File: config.mk
export PLATFORM = sky130hd
export DESIGN_NAME = usb_protocol_ctrl
export DESIGN_NICKNAME = d
export VERILOG_FILES = /design/src/rtl/usb_pkg.sv /design/src/rtl/proto_timeout_timer.sv /design/src/rtl/usb_protocol_ctrl.sv
export SDC_FILE = /design/constraint.sdc
export NUM_CORES = 1
export LEC_CHECK = 0
export CAP_MARGIN = 20
export CORE_MARGIN = 2
export CORE_UTILIZATION = 48
export CTS_CLUSTER_DIAMETER = 100
export CTS_CLUSTER_SIZE = 16
export DETAILED_ROUTE_END_ITERATION = 12
export MAX_ROUTING_LAYER = met4
export PLACE_DENSITY = 0.83
export SYNTH_ARGS = -nofsm -noshare
export SYNTH_HDL_FRONTEND = slang
export SYNTH_SLANG_ARGS = --single-unit
File: constraint.sdc
create_clock -name clk -period 5 [get_ports clk]
set_input_delay 0.5 -clock clk [delete_from_list [all_inputs] [get_ports clk]]
set_output_delay 0.5 -clock clk [all_outputs]
set_load 0.005 [all_outputs]
File: src/rtl/usb_pkg.sv
// Shared types and defaults for the USB endpoint protocol controller.
package usb_pkg;

  localparam int BUF_DEPTH_DEFAULT      = 64;
  localparam int TIMEOUT_CYCLES_DEFAULT = 1024;

  typedef enum logic [2:0] {
    PID_NONE  = 3'd0,
    PID_OUT   = 3'd1,
    PID_IN    = 3'd2,
    PID_DATA  = 3'd3,
    PID_ACK   = 3'd4,
    PID_NAK   = 3'd5,
    PID_STALL = 3'd6
  } pid_t;

  typedef enum logic [1:0] {
    OWN_NONE = 2'd0,
    OWN_HOST = 2'd1,
    OWN_RX   = 2'd2,
    OWN_TX   = 2'd3
  } owner_t;

  typedef enum logic [1:0] {
    HREQ_DATA  = 2'd0,
    HREQ_ACK   = 2'd1,
    HREQ_NAK   = 2'd2,
    HREQ_STALL = 2'd3
  } host_req_t;

  typedef enum logic [1:0] {
    ST_IDLE        = 2'd0,
    ST_RX_DATA     = 2'd1,
    ST_TX_SEND     = 2'd2,
    ST_TX_WAIT_ACK = 2'd3
  } proto_state_t;

  function automatic pid_t host_req_to_pid(input host_req_t req);
    case (req)
      HREQ_ACK:   return PID_ACK;
      HREQ_NAK:   return PID_NAK;
      HREQ_STALL: return PID_STALL;
      default:    return PID_DATA;
    endcase
  endfunction

endpackage

File: src/rtl/proto_timeout_timer.sv
// Saturating cycle counter with clear/enable; expired is high while the count
// sits at TIMEOUT_CYCLES. Only instantiated when USB_PROTO_TIMEOUT_EN is defined.
module proto_timeout_timer #(
  parameter int TIMEOUT_CYCLES = 1024
) (
  input  logic clk,
  input  logic n_rst,
  input  logic clear,
  input  logic enable,
  output logic expired
);

  localparam int CNT_W = $clog2(TIMEOUT_CYCLES + 1);
  localparam logic [CNT_W-1:0] LIMIT = CNT_W'(TIMEOUT_CYCLES);

  logic [CNT_W-1:0] count;

  // NOTE: sequential state uses non-blocking assignments so every flop
  // samples the pre-edge values, independent of block ordering.
  always_ff @(posedge clk) begin
    if (!n_rst) begin
      count <= '0;
    end else if (clear) begin
      count <= '0;
    end else if (enable && count != LIMIT) begin
      count <= count + CNT_W'(1);
    end
  end

  assign expired = (count == LIMIT);

endmodule

File: src/rtl/usb_protocol_ctrl.sv
// USB endpoint protocol controller: arbitrates data-buffer ownership and sequences
// RX/TX handshakes. Define USB_PROTO_TIMEOUT_EN to enable the packet-wait timeout.
module usb_protocol_ctrl
  import usb_pkg::*;
#(
  parameter int BUF_DEPTH      = BUF_DEPTH_DEFAULT,
  parameter int TIMEOUT_CYCLES = TIMEOUT_CYCLES_DEFAULT,
  localparam int OCC_W         = $clog2(BUF_DEPTH) + 1
) (
  input  logic             clk,
  input  logic             n_rst,
  input  logic [2:0]       rx_packet,
  input  logic             rx_packet_valid,
  input  logic             rx_error,
  input  logic             tx_transfer_active,
  input  logic             tx_error,
  input  logic [OCC_W-1:0] buffer_occupancy,
  input  logic             host_tx_req,
  input  logic [1:0]       host_tx_packet,
  input  logic             host_clear_err,
  output logic             d_mode,
  output logic [2:0]       tx_packet,
  output logic             tx_start,
  output logic             clear_buffer,
  output logic [1:0]       buf_owner,
  output logic             rx_data_ready,
  output logic             tx_done,
  output logic             xfer_error,
  output logic             busy
);

  if (BUF_DEPTH < 1 || TIMEOUT_CYCLES < 1) begin : g_bad_params
    $error("usb_protocol_ctrl: BUF_DEPTH and TIMEOUT_CYCLES must be positive");
  end

  proto_state_t state, state_n;
  pid_t         tx_pid, tx_pid_n;
  pid_t         rx_pid;
  pid_t         pend_pid;
  owner_t       owner_n;
  logic         tx_seen_active, tx_seen_active_n;
  logic         tx_armed, armed_clr;
  logic         pend_valid, pend_take;
  logic         tx_start_n, clear_buffer_n, tx_done_n, rx_data_ready_n;
  logic         d_mode_n, busy_n, err_set;
  logic         timeout_hit;

  assign rx_pid = pid_t'(rx_packet);

`ifdef USB_PROTO_TIMEOUT_EN
  logic timer_clear, timer_enable;

  // Reloads on every state change so each wait starts counting from zero.
  assign timer_clear  = (state_n != state);
  assign timer_enable = (state == ST_RX_DATA) || (state == ST_TX_WAIT_ACK);

  proto_timeout_timer #(
    .TIMEOUT_CYCLES (TIMEOUT_CYCLES)
  ) u_timer (
    .clk     (clk),
    .n_rst   (n_rst),
    .clear   (timer_clear),
    .enable  (timer_enable),
    .expired (timeout_hit)
  );
`else
  assign timeout_hit = 1'b0;
`endif

  // NOTE: every signal written here gets a default first, so no path through
  // the case statement can leave one unassigned and infer a latch.
  always_comb begin
    state_n          = state;
    tx_pid_n         = tx_pid;
    tx_seen_active_n = tx_seen_active;
    tx_start_n       = 1'b0;
    clear_buffer_n   = 1'b0;
    tx_done_n        = 1'b0;
    err_set          = 1'b0;
    armed_clr        = 1'b0;
    pend_take        = 1'b0;
    rx_data_ready_n  = rx_data_ready && !host_tx_req;

    case (state)
      ST_IDLE: begin
        if (rx_packet_valid && rx_pid == PID_OUT) begin
          state_n         = ST_RX_DATA;
          clear_buffer_n  = 1'b1;
          rx_data_ready_n = 1'b0;
        end else if (rx_packet_valid && rx_pid == PID_IN) begin
          state_n  = ST_TX_SEND;
          tx_pid_n = (tx_armed && buffer_occupancy != '0) ? PID_DATA : PID_NAK;
        end else if (pend_valid) begin
          state_n   = ST_TX_SEND;
          tx_pid_n  = pend_pid;
          pend_take = 1'b1;
        end
      end

      ST_RX_DATA: begin
        if (rx_error) begin
          state_n        = ST_TX_SEND;
          tx_pid_n       = PID_NAK;
          clear_buffer_n = 1'b1;
          err_set        = 1'b1;
        end else if (rx_packet_valid) begin
          if (rx_pid == PID_DATA && buffer_occupancy <= OCC_W'(BUF_DEPTH)) begin
            state_n         = ST_TX_SEND;
            tx_pid_n        = PID_ACK;
            rx_data_ready_n = 1'b1;
          end else begin
            state_n = ST_IDLE;
            err_set = 1'b1;
          end
        end else if (timeout_hit) begin
          state_n = ST_IDLE;
          err_set = 1'b1;
        end
      end

      ST_TX_SEND: begin
        // Completion is the falling edge of tx_transfer_active after it was seen high.
        if (tx_error) begin
          state_n = ST_IDLE;
          err_set = 1'b1;
        end else if (!tx_seen_active) begin
          tx_seen_active_n = tx_transfer_active;
        end else if (!tx_transfer_active) begin
          state_n = (tx_pid == PID_DATA) ? ST_TX_WAIT_ACK : ST_IDLE;
        end
      end

      ST_TX_WAIT_ACK: begin
        if (rx_packet_valid) begin
          state_n = ST_IDLE;
          if (rx_pid == PID_ACK) begin
            clear_buffer_n = 1'b1;
            tx_done_n      = 1'b1;
            armed_clr      = 1'b1;
          end else if (rx_pid != PID_NAK) begin
            err_set = 1'b1;
          end
        end else if (rx_error) begin
          state_n = ST_IDLE;
          err_set = 1'b1;
        end else if (timeout_hit) begin
          state_n = ST_IDLE;
        end
      end

      default: state_n = ST_IDLE;
    endcase

    if (state_n == ST_TX_SEND && state != ST_TX_SEND) begin
      tx_start_n       = 1'b1;
      tx_seen_active_n = 1'b0;
    end

    case (state_n)
      ST_RX_DATA:     owner_n = OWN_RX;
      ST_TX_SEND:     owner_n = OWN_TX;
      ST_TX_WAIT_ACK: owner_n = OWN_RX;
      default:        owner_n = OWN_HOST;
    endcase
    d_mode_n = (state_n == ST_TX_SEND);
    busy_n   = (state_n != ST_IDLE);
  end

  always_ff @(posedge clk) begin
    if (!n_rst) begin
      state          <= ST_IDLE;
      tx_pid         <= PID_NONE;
      tx_seen_active <= 1'b0;
      tx_armed       <= 1'b0;
      pend_valid     <= 1'b0;
      pend_pid       <= PID_NONE;
      d_mode         <= 1'b0;
      tx_start       <= 1'b0;
      clear_buffer   <= 1'b0;
      buf_owner      <= OWN_HOST;
      rx_data_ready  <= 1'b0;
      tx_done        <= 1'b0;
      xfer_error     <= 1'b0;
      busy           <= 1'b0;
    end else begin
      state          <= state_n;
      tx_pid         <= tx_pid_n;
      tx_seen_active <= tx_seen_active_n;
      d_mode         <= d_mode_n;
      tx_start       <= tx_start_n;
      clear_buffer   <= clear_buffer_n;
      buf_owner      <= owner_n;
      rx_data_ready  <= rx_data_ready_n;
      tx_done        <= tx_done_n;
      busy           <= busy_n;

      // A fresh DATA request wins over a same-cycle ACK clearing the arm.
      if (host_tx_req && host_tx_packet == HREQ_DATA) begin
        tx_armed <= 1'b1;
      end else if (armed_clr) begin
        tx_armed <= 1'b0;
      end

      if (host_tx_req && host_tx_packet != HREQ_DATA) begin
        pend_valid <= 1'b1;
        pend_pid   <= host_req_to_pid(host_req_t'(host_tx_packet));
      end else if (pend_take) begin
        pend_valid <= 1'b0;
      end

      if (err_set) begin
        xfer_error <= 1'b1;
      end else if (host_clear_err) begin
        xfer_error <= 1'b0;
      end
    end
  end

  assign tx_packet = tx_pid;

endmodule

==> qor.yml <==
status: "finished, final reports clean"
crit_fanout: 5
syn_nets: 133
die_height_um: 49.06
dpl-instance-area_um2: 1285
first_pass_iters: 4
p_int_uw: 222.9
worstPathArrival_ns: 2.31
synth_fa_ha_area_share_pct: 2.567
use_met1_pct: 24.32
cts-hold-fix-buffers: 0
cts_max_level: 1
final_cells: 167
ctsResizeCount: 0
grt_busiest_layer: "met2"
yosysTopAreaCellShare_pct: 39.02
slowest_delay_ns: 0.55
peakVddDrop_v: 0.0001777
slowest_stage: "or4_4"
postSynthCellCount: 111
cts_tree: "done"
numCtsBuffers: 3
period_share_pct: 41.94
setup_violations: 0
synth_xor_area_share_pct: 0
synth-main-ff-cell: "dfxtp_1"
place.gp.congestion: 0.8847
clk_latency_ns: 0.29
place_ws_ns: 2.602
cp-end-kind: "register"
drt_wl_total_um: 2193
grt_pass1_wl_um: 3767
hp-class: "reg -> reg"
synth.cell_area_um2: 974.7
yosys_warnings: 0
antenna_cells: 0
fin_tns_setup_ns: 0
drv_slew: 0
viasPerCell: 5.323
switching_share_pct: 25.65
cts_max_path_buffers: 2
nets: 163
hpwl_um: 1702
yosys.area_share.simple_pct: 31.32
timing.fmax_ghz: 0.4769
netlist_top_cells_area: "dfxtp_1 (39%), nor2_1 (3.9%), inv_1 (3.5%)"
async_flop_share_pct: 0
final.min_clock_period_ns: 2.097
core_um2: 1942
p_seq_share_pct: 54.5
final_common_cell: "clkdlybuf4s50_1"
total_power_uw: 299.8
cts_root_buf: "clkbuf_4"
synth_compound_area_share_pct: 18.10
most-common-layout-cells: "clkdlybuf4s50_1 (31), dfxtp_1 (19), nor2_1 (10), inv_1 (9), nand2_1 (8)"
met2_usage_pct: 33.33
seq_area_frac_synth_pct: 39.02
cellLeakagePower_uw: 0.0005082
grt_pass1_vias: 872
max_slew_margin_pct: 70.78
synthMuxAreaShare_pct: 2.054
rows: 16
io_pins: 32
gr-total-overflow: 0
vias: 889
postSynthAreaPerCell_um2: 8.781
start_util_pct: 50.19
detail-route-antenna-nets: 0
synth_top_area_cell: "dfxtp_1"
port_buffers: 31
rsz0062_at_grt: "false"
powerDensity_nw_per_um2: 228.4
start_kind: "input pin"
chipWidth_um: 49.06
cts_setup_buffers: 0
cp_cell_sequence: "clkdlybuf4s50_1 -> or4_4 -> o31ai_4 -> nand4_4 -> and2_4 -> o31ai_2"
area_growth_pct: 34.66
drtIter0Drc: 28
synth_seq_cells: 19
crit_required_ns: 5.21
die-area_um2: 2407
switching_power_uw: 76.91
layout-drive-gt1-share_pct: 7.143
avgRoutedWirePerCell_um: 13.13
antenna_found_initial: 0
p_comb_share_pct: 19.9
hold_viol: 0
clk_pin_slew_worst_paths_ns: 0.11
synth_cell_types: 42
worstMarginPinSlew_ns: 0.4379
grt_max_degree: 14
finalWorstSetupSlack_ns: 2.903
drc: 0
synth_edf_count: 0
grt.total_usage_pct: 20.63
clkPwrFrac_pct: 25.6
timing.max_cap.violations: 0
use_met3_pct: 4.601
clock-sinks: 19
finish.instance_area_um2: 1313
crit_type: "in -> reg"
dp.cells: 163
worst_clock_skew_ns: 0.002921
synth_top_family_by_area: "simple AND/OR/NAND/NOR gates"
routing by layer:
metal / wire (um) / share of wire (%)
met1: 983 / 45
met2: 1021 / 47
met3: 141 / 6.4
met4: 47 / 2.1
met5: 0 / 0
layout make-up:
cell class | count | area [um2]
repair buffers | 31 | 310.3
well taps | 27 | 33.78
clock inverters | 1 | 5.005
fillers | 163 | 629.4
inverters | 9 | 33.78
flip-flops and latches | 19 | 380.4
clock buffers | 3 | 22.52
multi-input cells | 77 | 526.8
final timing paths:
path | from | endpoint | slack, ns | cells past startpoint
max | buffer_occupancy[1] | tx_packet[2]$_SDFFE_PN0P_ | 2.90 | 6
min | tx_packet[0]$_SDFFE_PN0P_ | tx_packet[0]$_SDFFE_PN0P_ | 0.49 | 2
max reg2reg | state[0]$_SDFF_PN0_ | tx_packet[2]$_SDFFE_PN0P_ | 3.32 | 4
min reg2reg | tx_packet[0]$_SDFFE_PN0P_ | tx_packet[0]$_SDFFE_PN0P_ | 0.49 | 2
through the flow:
| step | util [%] | hold WS (ns) |
|---|---|---|
| finish | 67.59 | 0.4936 |
| global route | 67.59 | 0.5227 |
| CTS | 67.59 | 0.5005 |
| detailed placement | 66.17 | 0.4842 |
| global placement | 66.17 | 0.4636 |
| floorplan | - | 0.4405 |
cell families (layout without fill, tap and decap cells):
group	count (synthesis)	count (layout)
adders and majority gates	2	2
AOI/OAI and AO/OA	24	24
DFF	19	19
and+or+nand+nor	49	49
buffers and inverters	15	44
muxes	2	2
cell usage after synthesis (3+ instances only):
master	number
nor2_1	10
nor2b_1	4
dfxtp_1	19
o21ai_0	5
nand3_1	3
inv_1	9
nand3b_1	3
a21oi_1	6
nand2_1	8
clkbuf_1	4
and2_1	3
sequential cells by signal, indices dropped and copies added, names as in the netlist:
signal,count
tx_done,1
pend_pid,3
state,2
pend_valid,1
tx_start,1
d_mode,1
rx_data_ready,1
tx_packet,3
buf_owner,2
tx_armed,1
tx_seen_active,1
clear_buffer,1
xfer_error,1
power groups by stage:
| stage | Clock, uW | Sequential [uW] | Combinational, uW |
|---|---|---|---|
| after floorplan | 0 | 165 | 31.8 |
| after detailed placement | 0 | 167 | 59.5 |
| final | 76.6 | 163 | 59.8 |
| after global routing | 87.6 | 165 | 65.2 |
| after global placement | 0 | 167 | 58.1 |
| after CTS | 80.2 | 163 | 59.9 |
critical path, delay by kind of cell:
| kind | cells | cell delay (ns) |
|---|---|---|
| AND/OR/NAND/NOR | 3 | 0.92 |
| buffers and inverters | 1 | 0.40 |
| AO/OA/AOI/OAI | 2 | 0.49 |
Note: power is estimated with default switching activity, not from simulation.
==> RTL edit: new RTL, same settings <==
Build with the macro `USB_PROTO_TIMEOUT_EN` defined.
--- a/src/rtl/usb_protocol_ctrl.sv
+++ b/src/rtl/usb_protocol_ctrl.sv
@@ -1,4 +1,6 @@
 // USB endpoint protocol controller: arbitrates data-buffer ownership and sequences
 // RX/TX handshakes. Define USB_PROTO_TIMEOUT_EN to enable the packet-wait timeout.
+`define USB_PROTO_TIMEOUT_EN
+
 module usb_protocol_ctrl
   import usb_pkg::*;
Behaviour: same outputs for any inputs over 10 cycles, from zero or initial values and one cycle with n_rst low; that may be too few to reach the edited logic, so the function may still have changed.
==> RTL edit against the original RTL <==
- wire length increased by 46%
- global-route usage increased by 0.25 points
- via count increased by 55%
- sequential cell count increased by 11
- worst setup slack got worse by 0.20 ns
- area after synthesis increased by 59%
- hold slack got worse by 0.017 ns
- cell area increased by 48%
- clock skew increased by 0.0016 ns
- total power increased by 62%
- non-clock buffer count unchanged
- sequential power increased by 58%
- critical path type unchanged
==> RTL edit: results (changes against the original RTL) <==
# Post-CTS Setup Buffers -> 0 (unchanged)
vias in the first global route -> 1287 (+48%)
vias post-DR -> 1378 (+55%)
Max Fanout on Critical Path -> 11 (+6)
count of cell types in the netlist -> 49 (+17%)
clock-pin slew on the worst setup and hold paths -> 0.09 ns (-0.02 ns)
root buffer cell -> clkbuf_4
count of TritonRoute iterations in the first routing pass -> 4 (unchanged)
Pwr Density -> 251.4 mW/mm^2 (+10%)
Synth Net Count -> 203 (+53%)
H-tree depth -> 2 (+1)
Longest Clk Path Bufs -> 2 (unchanged)
Seq/Total Area, Yosys -> 38.68% (-0.35 points)
met3 Use GR -> 6.397% (+1.8 points)
met2 usage -> 35.48% (+2.2 points)
total track usage -> 20.88% (+0.25 points)
met1 Use GR -> 23.24% (-1.1 points)
GPL Wtd Cong -> 0.9296 (+5.1%)
status -> completed
routed len/inst -> 12.59 um (-4.1%)
Biggest register -> u_timer.count
sw frac -> 25.68% (+0.026 points)
combinational power share -> 16.7% (-3.2 points)
HPWL after DPL -> 2.547 mm (+50%)
Peak VDD IR -> 0.0001302 V (-27%)
largest net degree at the start of global routing -> 20 (+6)
clock distribution power -> 148 uW (+93%)
most frequent cells after synthesis -> 30 x dfxtp_1, 14 x nand2_1, 11 x nor2_1
Synth area leaders -> dfxtp_1 39%, nor2_2 3.6%, nand2_1 3.4%, a21oi_1 3.2%, ha_1 3.2%
filler instances -> 283 (+74%)
yosys warns -> 0 (unchanged)
Final #Nets -> 233 (+43%)
share of cells above drive strength 1 -> 10.48% (+3.3 points)
Leak -> 0.7202 nW (+42%)
Port Buffers -> 31 (unchanged)
slew margin rel. -> 59.07% (-12 points)
synthesized area per cell -> 8.675 um^2 (-1.2%)
fin cells -> 254 (+52%)
worst hold stages -> 2 (unchanged)
Num CTS Buffers -> 5 (+2)
starting DRC count in detailed routing -> 32 (+14%)
Post-synth top flop -> dfxtp_1
post-placement cell area -> 0.001877 mm^2 (+46%)
max FFs per register -> 11
critical path arrival -> 2.56 ns (+0.25 ns)
first-pass GRT wire length -> 5.526 mm (+47%)
Register-to-Register Path Depth -> 6 (+2)
Worst Skew -> 0.004531 ns (+0.001610 ns)
Hold Path Class -> register to register
worst skew pair latency -> 0.32 ns (+0.03 ns)
Place WS -> 2.357 ns (-0.2447 ns)
RTL edit: cell types whose count changed in the layout (fill, tap and decap cells not counted), sizes merged, moves of 5 or more:
cell	delta
xor2	+5
nand2	+6
nor2	+11
xnor2	+5
dfxtp	+11
RTL edit: final cells by class:
| type | count | area (um^2) | area share (%) |
|---|---|---|---|
| well taps | 44 | 55.05 | 2.842 |
| clock buffers | 7 | 55.05 | 2.842 |
| clock inverters | 1 | 5.005 | 0.2584 |
| flip-flops and latches | 30 | 600.6 | 31.01 |
| multi-input cells | 132 | 877.1 | 45.28 |
| repair buffers | 31 | 310.3 | 16.02 |
| inverters | 9 | 33.78 | 1.744 |
RTL edit: cell families after synthesis:
group	Yosys count	synth area share [%]
AND/OR/NAND/NOR	77	29.09
multiplexers	1	0.6447
AO/OA/AOI/OAI	40	17.89
adder cells (fa/ha/maj)	4	3.223
XOR/XNOR	10	5.640
flip-flops	30	38.68
buffers and inverters	17	4.835
RTL edit: layer usage:
metal / vias to the layer above / part of all wire (%)
met2: 36 / 53
li1: 690 / -
met4: 0 / 1.5
met1: 646 / 40
met5: - / 0
met3: 6 / 5.5
RTL edit: final timing paths:
kind,startpoint,end,slack [ns]
max,rx_packet[0],u_timer.count[1]$_SDFFE_PP0P_,2.70
min,tx_packet[1]$_SDFFE_PN0P_,tx_packet[1]$_SDFFE_PN0P_,0.48
max reg2reg,u_timer.count[0]$_SDFFE_PP0P_,u_timer.count[1]$_SDFFE_PP0P_,2.97
min reg2reg,tx_packet[1]$_SDFFE_PN0P_,tx_packet[1]$_SDFFE_PN0P_,0.48
RTL edit: critical path, stage by stage:
cell and delay (ns):
clkdlybuf4s50_1 0.57, and4bb_4 0.24, a21o_1 0.17, or3_1 0.34, a221o_1 0.53, nor2_1 0.20
